[src/rtl/pipelined_shifter_if.sv]
// Handshake bundle for the pipelined shifter: operation in on the in_* side,
// result out on the out_* side.
interface pipelined_shifter_if #(
  parameter int unsigned N     = 32,
  parameter int unsigned TAG_W = 4
);
  logic             in_valid;
  logic             in_ready;
  logic [N-1:0]     in_data;
  logic [N-1:0]     in_shamt;
  logic [1:0]       in_mode;
  logic [TAG_W-1:0] in_tag;
  logic             out_valid;
  logic             out_ready;
  logic [N-1:0]     out_data;
  logic [TAG_W-1:0] out_tag;

  modport master (
    output in_valid, in_data, in_shamt, in_mode, in_tag, out_ready,
    input  in_ready, out_valid, out_data, out_tag
  );

  modport slave (
    input  in_valid, in_data, in_shamt, in_mode, in_tag, out_ready,
    output in_ready, out_valid, out_data, out_tag
  );
endinterface

[src/rtl/pipelined_shifter.sv]
// Logarithmic shifter (SLL/SRL/SRA/ROR) split into one register stage per
// shift-amount bit; the whole pipeline advances or stalls as one unit.
module pipelined_shifter #(
  parameter int unsigned N     = 32,
  parameter int unsigned TAG_W = 4
) (
  input logic               clk,
  input logic               rst,
  pipelined_shifter_if.slave bus
);
  localparam int unsigned LOG2N = $clog2(N);

  localparam logic [1:0] ModeSll = 2'b00;
  localparam logic [1:0] ModeSrl = 2'b01;
  localparam logic [1:0] ModeSra = 2'b10;

  // Shift one stage by a fixed power-of-two amount; amt is constant per stage.
  function automatic logic [N-1:0] shift_by(input logic [N-1:0] d, input logic [1:0] mode,
                                            input logic sign, input int unsigned amt);
    logic [N-1:0] fill;
    logic [N-1:0] res;
    fill = ~({N{1'b1}} >> amt);
    case (mode)
      ModeSll: res = d << amt;
      ModeSrl: res = d >> amt;
      ModeSra: res = (d >> amt) | (sign ? fill : '0);
      default: res = (d >> amt) | (d << (N - amt));
    endcase
    return res;
  endfunction

  logic adv;

  logic             sat;
  logic [N-1:0]     entry_data;
  logic [LOG2N-1:0] entry_shamt;

  logic [LOG2N-1:0] valid_q, valid_d;
  logic [LOG2N-1:0] sign_q, sign_d;
  logic [N-1:0]     data_q  [LOG2N];
  logic [N-1:0]     data_d  [LOG2N];
  logic [LOG2N-1:0] shamt_q [LOG2N];
  logic [LOG2N-1:0] shamt_d [LOG2N];
  logic [1:0]       mode_q  [LOG2N];
  logic [1:0]       mode_d  [LOG2N];
  logic [TAG_W-1:0] tag_q   [LOG2N];
  logic [TAG_W-1:0] tag_d   [LOG2N];

  assign adv = ~valid_q[LOG2N-1] | bus.out_ready;

  // Out-of-range amounts are resolved here so later stages only see LOG2N bits.
  always_comb begin
    sat         = |bus.in_shamt[N-1:LOG2N];
    entry_data  = bus.in_data;
    entry_shamt = bus.in_shamt[LOG2N-1:0];
    if (sat && (bus.in_mode != 2'b11)) begin
      entry_data  = (bus.in_mode == ModeSra) ? {N{bus.in_data[N-1]}} : '0;
      entry_shamt = '0;
    end
  end

  always_comb begin
    valid_d = '0;
    sign_d  = '0;
    data_d  = data_q;
    shamt_d = shamt_q;
    mode_d  = mode_q;
    tag_d   = tag_q;

    valid_d[0] = bus.in_valid & adv;
    sign_d[0]  = bus.in_data[N-1];
    shamt_d[0] = entry_shamt;
    mode_d[0]  = bus.in_mode;
    tag_d[0]   = bus.in_tag;
    data_d[0]  = entry_shamt[0] ? shift_by(entry_data, bus.in_mode, bus.in_data[N-1], 1)
                                : entry_data;

    for (int k = 1; k < LOG2N; k++) begin
      valid_d[k] = valid_q[k-1];
      sign_d[k]  = sign_q[k-1];
      shamt_d[k] = shamt_q[k-1];
      mode_d[k]  = mode_q[k-1];
      tag_d[k]   = tag_q[k-1];
      data_d[k]  = shamt_q[k-1][k]
                   ? shift_by(data_q[k-1], mode_q[k-1], sign_q[k-1], int'(1) << k)
                   : data_q[k-1];
    end
  end

  always_ff @(posedge clk) begin
    if (rst) begin
      valid_q <= '0;
      sign_q  <= '0;
      for (int k = 0; k < LOG2N; k++) begin
        data_q[k]  <= '0;
        shamt_q[k] <= '0;
        mode_q[k]  <= '0;
        tag_q[k]   <= '0;
      end
    end else if (adv) begin
      valid_q <= valid_d;
      sign_q  <= sign_d;
      data_q  <= data_d;
      shamt_q <= shamt_d;
      mode_q  <= mode_d;
      tag_q   <= tag_d;
    end
  end

  // The final stage's control fields have no consumer beyond the pipeline.
  logic unused_tail;
  assign unused_tail = ^{shamt_q[LOG2N-1], mode_q[LOG2N-1], sign_q[LOG2N-1]};

  assign bus.in_ready  = adv;
  assign bus.out_valid = valid_q[LOG2N-1];
  assign bus.out_data  = data_q[LOG2N-1];
  assign bus.out_tag   = tag_q[LOG2N-1];
endmodule
[src/flat_wrapper.sv]
// flat-port wrapper written by rule: the top's interface ports become plain ports
module pipelined_shifter_flat 
#(
  parameter int unsigned N     = 32,
  parameter int unsigned TAG_W = 4
)
  (clk, rst, bus_in_valid, bus_in_data, bus_in_shamt, bus_in_mode, bus_in_tag, bus_out_ready, bus_in_ready, bus_out_valid, bus_out_data, bus_out_tag);
  pipelined_shifter_if #(.N(N), .TAG_W(TAG_W)) bus_i ();
  input logic clk;
  input logic rst;
  input wire logic [$bits(bus_i.in_valid)-1:0] bus_in_valid;
  input wire logic [$bits(bus_i.in_data)-1:0] bus_in_data;
  input wire logic [$bits(bus_i.in_shamt)-1:0] bus_in_shamt;
  input wire logic [$bits(bus_i.in_mode)-1:0] bus_in_mode;
  input wire logic [$bits(bus_i.in_tag)-1:0] bus_in_tag;
  input wire logic [$bits(bus_i.out_ready)-1:0] bus_out_ready;
  output wire logic [$bits(bus_i.in_ready)-1:0] bus_in_ready;
  output wire logic [$bits(bus_i.out_valid)-1:0] bus_out_valid;
  output wire logic [$bits(bus_i.out_data)-1:0] bus_out_data;
  output wire logic [$bits(bus_i.out_tag)-1:0] bus_out_tag;
  assign bus_i.in_valid = bus_in_valid;
  assign bus_i.in_data = bus_in_data;
  assign bus_i.in_shamt = bus_in_shamt;
  assign bus_i.in_mode = bus_in_mode;
  assign bus_i.in_tag = bus_in_tag;
  assign bus_i.out_ready = bus_out_ready;
  assign bus_in_ready = bus_i.in_ready;
  assign bus_out_valid = bus_i.out_valid;
  assign bus_out_data = bus_i.out_data;
  assign bus_out_tag = bus_i.out_tag;
  pipelined_shifter #(.N(N), .TAG_W(TAG_W)) u_core (.clk(clk), .rst(rst), .bus(bus_i));
endmodule
[config.mk]
export PLATFORM = sky130hd
export DESIGN_NAME = pipelined_shifter_flat
export DESIGN_NICKNAME = d
export VERILOG_FILES = /design/src/rtl/pipelined_shifter_if.sv /design/src/rtl/pipelined_shifter.sv /design/src/flat_wrapper.sv
export SDC_FILE = /design/constraint.sdc
export NUM_CORES = 1
export LEC_CHECK = 0
export ABC_AREA = 1
export CAP_MARGIN = 40
export CORE_AREA = 2 2 146 176
export CTS_CLUSTER_DIAMETER = 120
export DETAILED_ROUTE_END_ITERATION = 6
export DIE_AREA = 0 0 148 178
export GPL_TIMING_DRIVEN = 0
export PLACE_DENSITY = 0.67
export SETUP_SLACK_MARGIN = 0.15
export SLEW_MARGIN = 5
export SYNTH_ARGS = -nofsm -noshare
export SYNTH_HDL_FRONTEND = slang
export SYNTH_SLANG_ARGS = --single-unit
[constraint.sdc]
create_clock -name clk -period 2.15 [get_ports clk]
set_input_delay 0.43 -clock clk [delete_from_list [all_inputs] [get_ports clk]]
set_output_delay 0.43 -clock clk [all_outputs]
set_load 0.05 [all_outputs]
After elaboration in Yosys (flattened, before gate mapping)
Index checks and enable logic that the tools add are counted.
Widths: inputs -> output; s select.
{"block": "word_totals", "elab_cells": 69, "ff_bits": 217}
{"block": "op_classes", "muxes": 18, "bitwise_logic": 13, "reduce_logical": 7, "eq_ne": 11}
{"cell": "$pmux 32 s3", "count": 5}
{"cell": "$mux 32", "count": 12}
{"cell": "$or 16x32->32", "count": 2}
{"cell": "$or 24x32->32", "count": 2}
{"cell": "$or 28x32->32", "count": 2}
{"cell": "$or 30x32->32", "count": 2}
{"cell": "$or 31x32->32", "count": 2}
{"cell": "$reduce_or 27->1", "count": 1}
{"cell": "$eq 2x1->1 const B", "count": 5}
{"cell": "$eq 2x2->1 const B", "count": 5}
{"cell": "$logic_not 2->1", "count": 5}
{"cell": "$mux 5", "count": 1}
{"cell": "$ne 2x2->1 const B", "count": 1}
{"cell": "$and 1x1->1", "count": 1}
{"cell": "$logic_and 1x1->1", "count": 1}
{"cell": "$not 1->1", "count": 1}
{"cell": "$or 1x1->1", "count": 1}

Logic depth before layout (Yosys ltp)
{"block": "depth", "ltp_word": 6, "mapped_depth": 15, "depth_no_buf": 13}

Worst setup path before layout
OpenSTA, ideal clock, no wires.
{"block": "synth_timing", "path_type": "flip-flop to output port", "start": "register u_core.valid_q[4]", "end": "output bus_in_ready", "t_arrival_ns": 1.634, "stages_incl_launch_ff": 6, "t_required_ns": 1.720, "n_path_buf": 2, "setup_slack_ns": 0.086, "path_cell_list": "dfxtp_1 -> inv_1 -> nor2_1 -> inv_1 -> clkbuf_1 -> clkbuf_1"}
{"block": "synth_between", "elab_chain_cells": 2}
{"item": "start: declaration", "line": "pipelined_shifter.sv:38", "source": "logic [LOG2N-1:0] valid_q, valid_d;"}
{"item": "start signal: assignment", "line": "pipelined_shifter.sv:101", "source": "valid_q <= valid_d;"}
{"item": "$not 1->1", "line": "pipelined_shifter.sv:49", "source": "assign adv = ~valid_q[LOG2N-1] | bus.out_ready;"}
{"item": "$or 1x1->1", "line": "pipelined_shifter.sv:49"}
{"item": "end: declaration", "line": "flat_wrapper.sv:17", "source": "output wire logic [$bits(bus_i.in_ready)-1:0] bus_in_ready;"}
No other way between the ends.

Final worst setup path
{"block": "layout_timing", "start": "register u_core.data_q (netlist bit u_core.bus.out_data[31])", "end": "output bus_out_data[31]"}
{"item": "start: declaration", "line": "pipelined_shifter.sv:40", "source": "logic [N-1:0] data_q [LOG2N];"}
{"item": "start signal: assignment", "line": "pipelined_shifter.sv:103", "source": "data_q <= data_d;"}
{"item": "end: declaration", "line": "flat_wrapper.sv:19", "source": "output wire logic [$bits(bus_i.out_data)-1:0] bus_out_data;"}
No word-level cell between the ends.

==> impl_metrics.prom <==
# TYPE chip_impl_metric gauge
chip_impl_metric{name="total_switching_power",unit="mW"} 2.55
chip_impl_metric{name="core_area",unit="mm2"} 0.0246
chip_impl_metric{name="synth_enable_flop_cells",unit=""} 0
chip_impl_metric{name="via_count_of_the_first_global_routing_pass",unit=""} 10900
chip_impl_metric{name="syn-mean-instance-area",unit="um2"} 6.57
chip_impl_info{name="synthDominantAreaCellType",value="dfxtp_1"} 1
chip_impl_metric{name="die-area",unit="mm2"} 0.0263
chip_impl_metric{name="initial_utilization",unit="%"} 43.5
chip_impl_metric{name="height_of_the_die",unit="um"} 178
chip_impl_metric{name="pin_count",unit=""} 112
chip_impl_metric{name="layout-drive-gt1-share",unit="%"} 7.44
chip_impl_metric{name="synthesis.instances",unit=""} 1629
chip_impl_metric{name="wirelength",unit="um"} 36700
chip_impl_metric{name="synth-seq-area-share",unit="%"} 38.7
chip_impl_info{name="tritoncts_clock_tree",value="built"} 1
chip_impl_metric{name="crit_path_max_fanout",unit=""} 2
chip_impl_metric{name="row_count",unit=""} 63
chip_impl_info{name="critical_path_class",value="flip-flop to output pin"} 1
chip_impl_metric{name="route.antenna.remaining_nets",unit=""} 0
chip_impl_metric{name="drt-vias-per-instance",unit=""} 5.34
chip_impl_metric{name="area_growth_syn_to_layout",unit="%"} 22.0
chip_impl_metric{name="wire_length_of_the_first_global_routing_pass",unit="um"} 57300
chip_impl_metric{name="finalSetupViolCount",unit=""} 0
chip_impl_metric{name="synth-async-reset-ratio",unit="%"} 0
chip_impl_metric{name="sequentialPowerShare",unit="%"} 45.3
chip_impl_metric{name="place_hpwl",unit="um"} 28400
chip_impl_info{name="setup_repair_after_global_routing_missed_its_margin",value="yes"} 1
chip_impl_info{name="worstSetupStartpointType",value="flip-flop"} 1
chip_impl_metric{name="worst_ep_arrival_time",unit="ns"} 1.53
chip_impl_info{name="crit_path_cell_trace",value="buf_4 -> dlygate4sd2_1"} 1
chip_impl_metric{name="power_switching_share",unit="%"} 27.1
chip_impl_info{name="hold_path.startpoint",value="u_core.valid_q[3]"} 1
chip_impl_metric{name="clk_pin_slew_worst_paths",unit="ns"} 0.06
chip_impl_metric{name="critical_path.n_buffers_inverters",unit=""} 2
chip_impl_metric{name="ys_types",unit=""} 32
chip_impl_metric{name="crit_path_max_cell_delay",unit="ns"} 0.52
chip_impl_metric{name="final_period_minus_worst_setup_slack",unit="ns"} 1.96
chip_impl_metric{name="grt.overflow.total",unit=""} 0
chip_impl_metric{name="numCtsBuffers",unit=""} 22
chip_impl_metric{name="drv_cap",unit=""} 0
chip_impl_metric{name="worst_ir_drop_vdd",unit="uV"} 468
chip_impl_metric{name="finalHoldViolations",unit=""} 0
chip_impl_metric{name="x_dimension_of_the_die",unit="um"} 148
chip_impl_metric{name="drt_pass1_iterations",unit=""} 5
chip_impl_metric{name="netlist_area",unit="mm2"} 0.0107
chip_impl_metric{name="grt_total_usage",unit="%"} 27.5
chip_impl_metric{name="postLayoutCoreUtil",unit="%"} 53.1
chip_impl_info{name="synthMostInstantiatedCell",value="o21ai_0"} 1
chip_impl_metric{name="drcViolationCount",unit=""} 0
chip_impl_info{name="status",value="completed"} 1
chip_impl_metric{name="h_tree_depth_reported_by_cts",unit=""} 1
chip_impl_info{name="synth_top_cells_by_count",value="o21ai_0, nor2_1, nand2_1, dfxtp_1, a21oi_1"} 1
chip_impl_metric{name="n_antenna_cell",unit=""} 0
chip_impl_metric{name="clock_power_share",unit="%"} 41.7
chip_impl_metric{name="slew_headroom",unit="%"} 57.8
chip_impl_metric{name="yosysWarnings",unit=""} 0
chip_impl_metric{name="portBuffers",unit=""} 111
chip_impl_metric{name="worst_slew_pin_slew",unit="ns"} 0.633
chip_impl_metric{name="clock_network_latency_to_the_later_pin_of_the_worst_skew_pair",unit="ns"} 0.52
chip_impl_metric{name="antenna_violations_before_repair",unit=""} 0
chip_impl_metric{name="internal_power",unit="mW"} 6.83
chip_impl_metric{name="syn_nets",unit=""} 1703
chip_impl_metric{name="cts_sinks",unit=""} 207
chip_impl_metric{name="cp.required",unit="ns"} 1.72
chip_impl_metric{name="detailroute.via_count",unit=""} 11300
chip_impl_info{name="critical-path-top-delay-family",value="buffers and inverters"} 1
chip_impl_metric{name="max-clock-path-buffers",unit=""} 3
chip_impl_metric{name="first_iter_violations",unit=""} 619
chip_impl_metric{name="grt_start_max_net_pins",unit=""} 15
chip_impl_info{name="end_kind",value="output pin"} 1
chip_impl_info{name="crit_slowest_cell",value="dlygate4sd2_1"} 1
chip_impl_metric{name="maxClockFrequency",unit="MHz"} 511
chip_impl_metric{name="routabilityCongestion",unit=""} 0.971
chip_impl_metric{name="synth.top_cell.area_share",unit="%"} 38.7
chip_impl_metric{name="power_density",unit="mW/mm2"} 719
chip_impl_metric{name="timing.final.max_slew_violations",unit=""} 0
chip_impl_info{name="worstHoldPathType",value="flip-flop to flip-flop"} 1
chip_impl_metric{name="power.static_leakage",unit="nW"} 5.34
chip_impl_info{name="critical_path.startpoint",value="u_core.bus.out_data[31]"} 1
chip_impl_metric{name="nets",unit=""} 1846
chip_impl_metric{name="comb_power_share",unit="%"} 13.0
chip_impl_info{name="synth_top_cells_by_area",value="dfxtp_1, o21ai_0, nor2_1, nand2_1, a21oi_1"} 1
chip_impl_metric{name="routed_wire_length_per_instance",unit="um"} 17.4
chip_impl_info{name="rr_startpoint",value="u_core.shamt_d[8]"} 1
chip_impl_metric{name="ys_ff_latch",unit=""} 207
chip_impl_info{name="cts.root.buffer_cell",value="clkbuf_16"} 1
chip_impl_metric{name="cts_hold_fix_bufs",unit=""} 0
chip_impl_metric{name="hold_ws",unit="ns"} 0.463
chip_impl_metric{name="skew",unit="ns"} 0.0194
chip_impl_metric{name="regToRegSetupSlack",unit="ns"} 0.24
chip_impl_info{name="ys.flop_type",value="dfxtp_1"} 1
chip_impl_metric{name="layout_worst_path_cycle_share",unit="%"} 91.1
[metal layers]
metal | up-vias | wire [um] | track usage, %
met3 | 104 | 1490 | 3.22
met2 | 344 | 18700 | 51.7
li1 | 5672 | - | -
met1 | 5163 | 14400 | 30.2
met5 | - | 0 | 0
met4 | 0 | 2130 | 14.5
[worst register-to-register path: cells and delay by family (launching register included)]
| family | cells | cell delay, ns |
|---|---|---|
| AOI/OAI and AO/OA | 4 | 0.81 |
| DFF | 1 | 0.43 |
| buffers and inverters | 2 | 0.55 |
[per-stage QoR]
stage | setup slack [ns] | TNS (ns) | total power [mW] | area (um2) | instances
2_1_floorplan | 0.235 | 0 | 5.02 | 10700 | 1629
5_1_grt | 0.140 | 0 | 9.75 | 13100 | 2112
4_1_cts | 0.0105 | 0 | 9.39 | 12900 | 2105
3_5_place_dp | -1.24 | -72.94 | 5.54 | 12200 | 2066
6_report | 0.192 | 0 | 9.38 | 13100 | 2112
3_3_place_gp | -1.21 | -69.75 | 5.53 | 12200 | 2065
[final cells by class]
| type | count | area (um2) |
|---|---|---|
| well taps | 325 | 407 |
| plain buffers | 155 | 851 |
| clock buffers | 30 | 601 |
| fillers | 2591 | 11500 |
| flip-flops and latches | 207 | 4150 |
| inverters | 132 | 495 |
| multi-input cells | 1135 | 5280 |
| repair buffers | 119 | 1140 |
| clock inverters | 9 | 138 |
[placed cells by master (no fill, tap or decap), types with 2 or more instances in the layout]
cell             netlist  layout
nand2_1              217     217
inv_2                  1       3
dfxtp_1              207     206
clkbuf_8               0       2
buf_2                  9       8
o22ai_1                3       3
nand3_1               41      41
nand4_1                3       3
buf_6                  4       5
a31oi_1               70      69
dlygate4sd2_1          0      36
clkdlybuf4s50_1        0      73
nand2_2               13      13
bufinv_16              0       3
clkbuf_2               0      14
a21oi_1              144     144
clkinv_2               0       4
buf_1                  8       6
clkbuf_16              0      22
o211ai_1               7       7
buf_4                 34      41
inv_1                129     127
o21ai_1                8       8
nor2_1               267     265
o21ai_0              352     352
clkinv_1               2       2
buf_12                 2       5
clkbuf_1              97      89
[kinds of logic after synthesis]
logic type      share of synthesized area [%]
compound gates                           28.6
xor+xnor                               0.0819
simple gates                             20.5
buf+inv                                  12.1
flops                                    38.7
[power by group through the flow]
stage | sequential [mW] | combinational (mW) | clock, mW
after floorplan | 4.23 | 0.793 | 0
after global placement | 4.32 | 1.21 | 0
after detailed placement | 4.32 | 1.21 | 0
after CTS | 4.24 | 1.20 | 3.95
after global routing | 4.26 | 1.36 | 4.13
final | 4.25 | 1.22 | 3.91
[flip-flops by register name (all words and copies together) (netlist names)]
signal               cells
u_core.sign_q            4
u_core.bus.out_tag       4
u_core.bus.out_data     32
u_core.valid_q           5
u_core.tag_d            16
u_core.shamt_d          10
u_core.data_q          128
u_core.mode_d            8
[path summary, 6_finish.rpt]
check                           depth (start not counted)                 to
worst min-delay path                                    2  u_core.valid_q[4]
worst max-delay path                                    2   bus_out_data[31]
worst max register to register                          6  u_core.data_q[62]
worst min register to register                          2  u_core.valid_q[4]
[timing repair]
| action | in CTS | in global routing |
|---|---|---|
| endpoints found under the hold margin | 0 | 0 |
| endpoints found under the setup margin | 122 | 98 |
| pin swaps | 0 | 1 |
| setup buffers | 0 | 7 |
| gates resized for setup | 54 | 35 |
(Power assumes the default switching activity.)
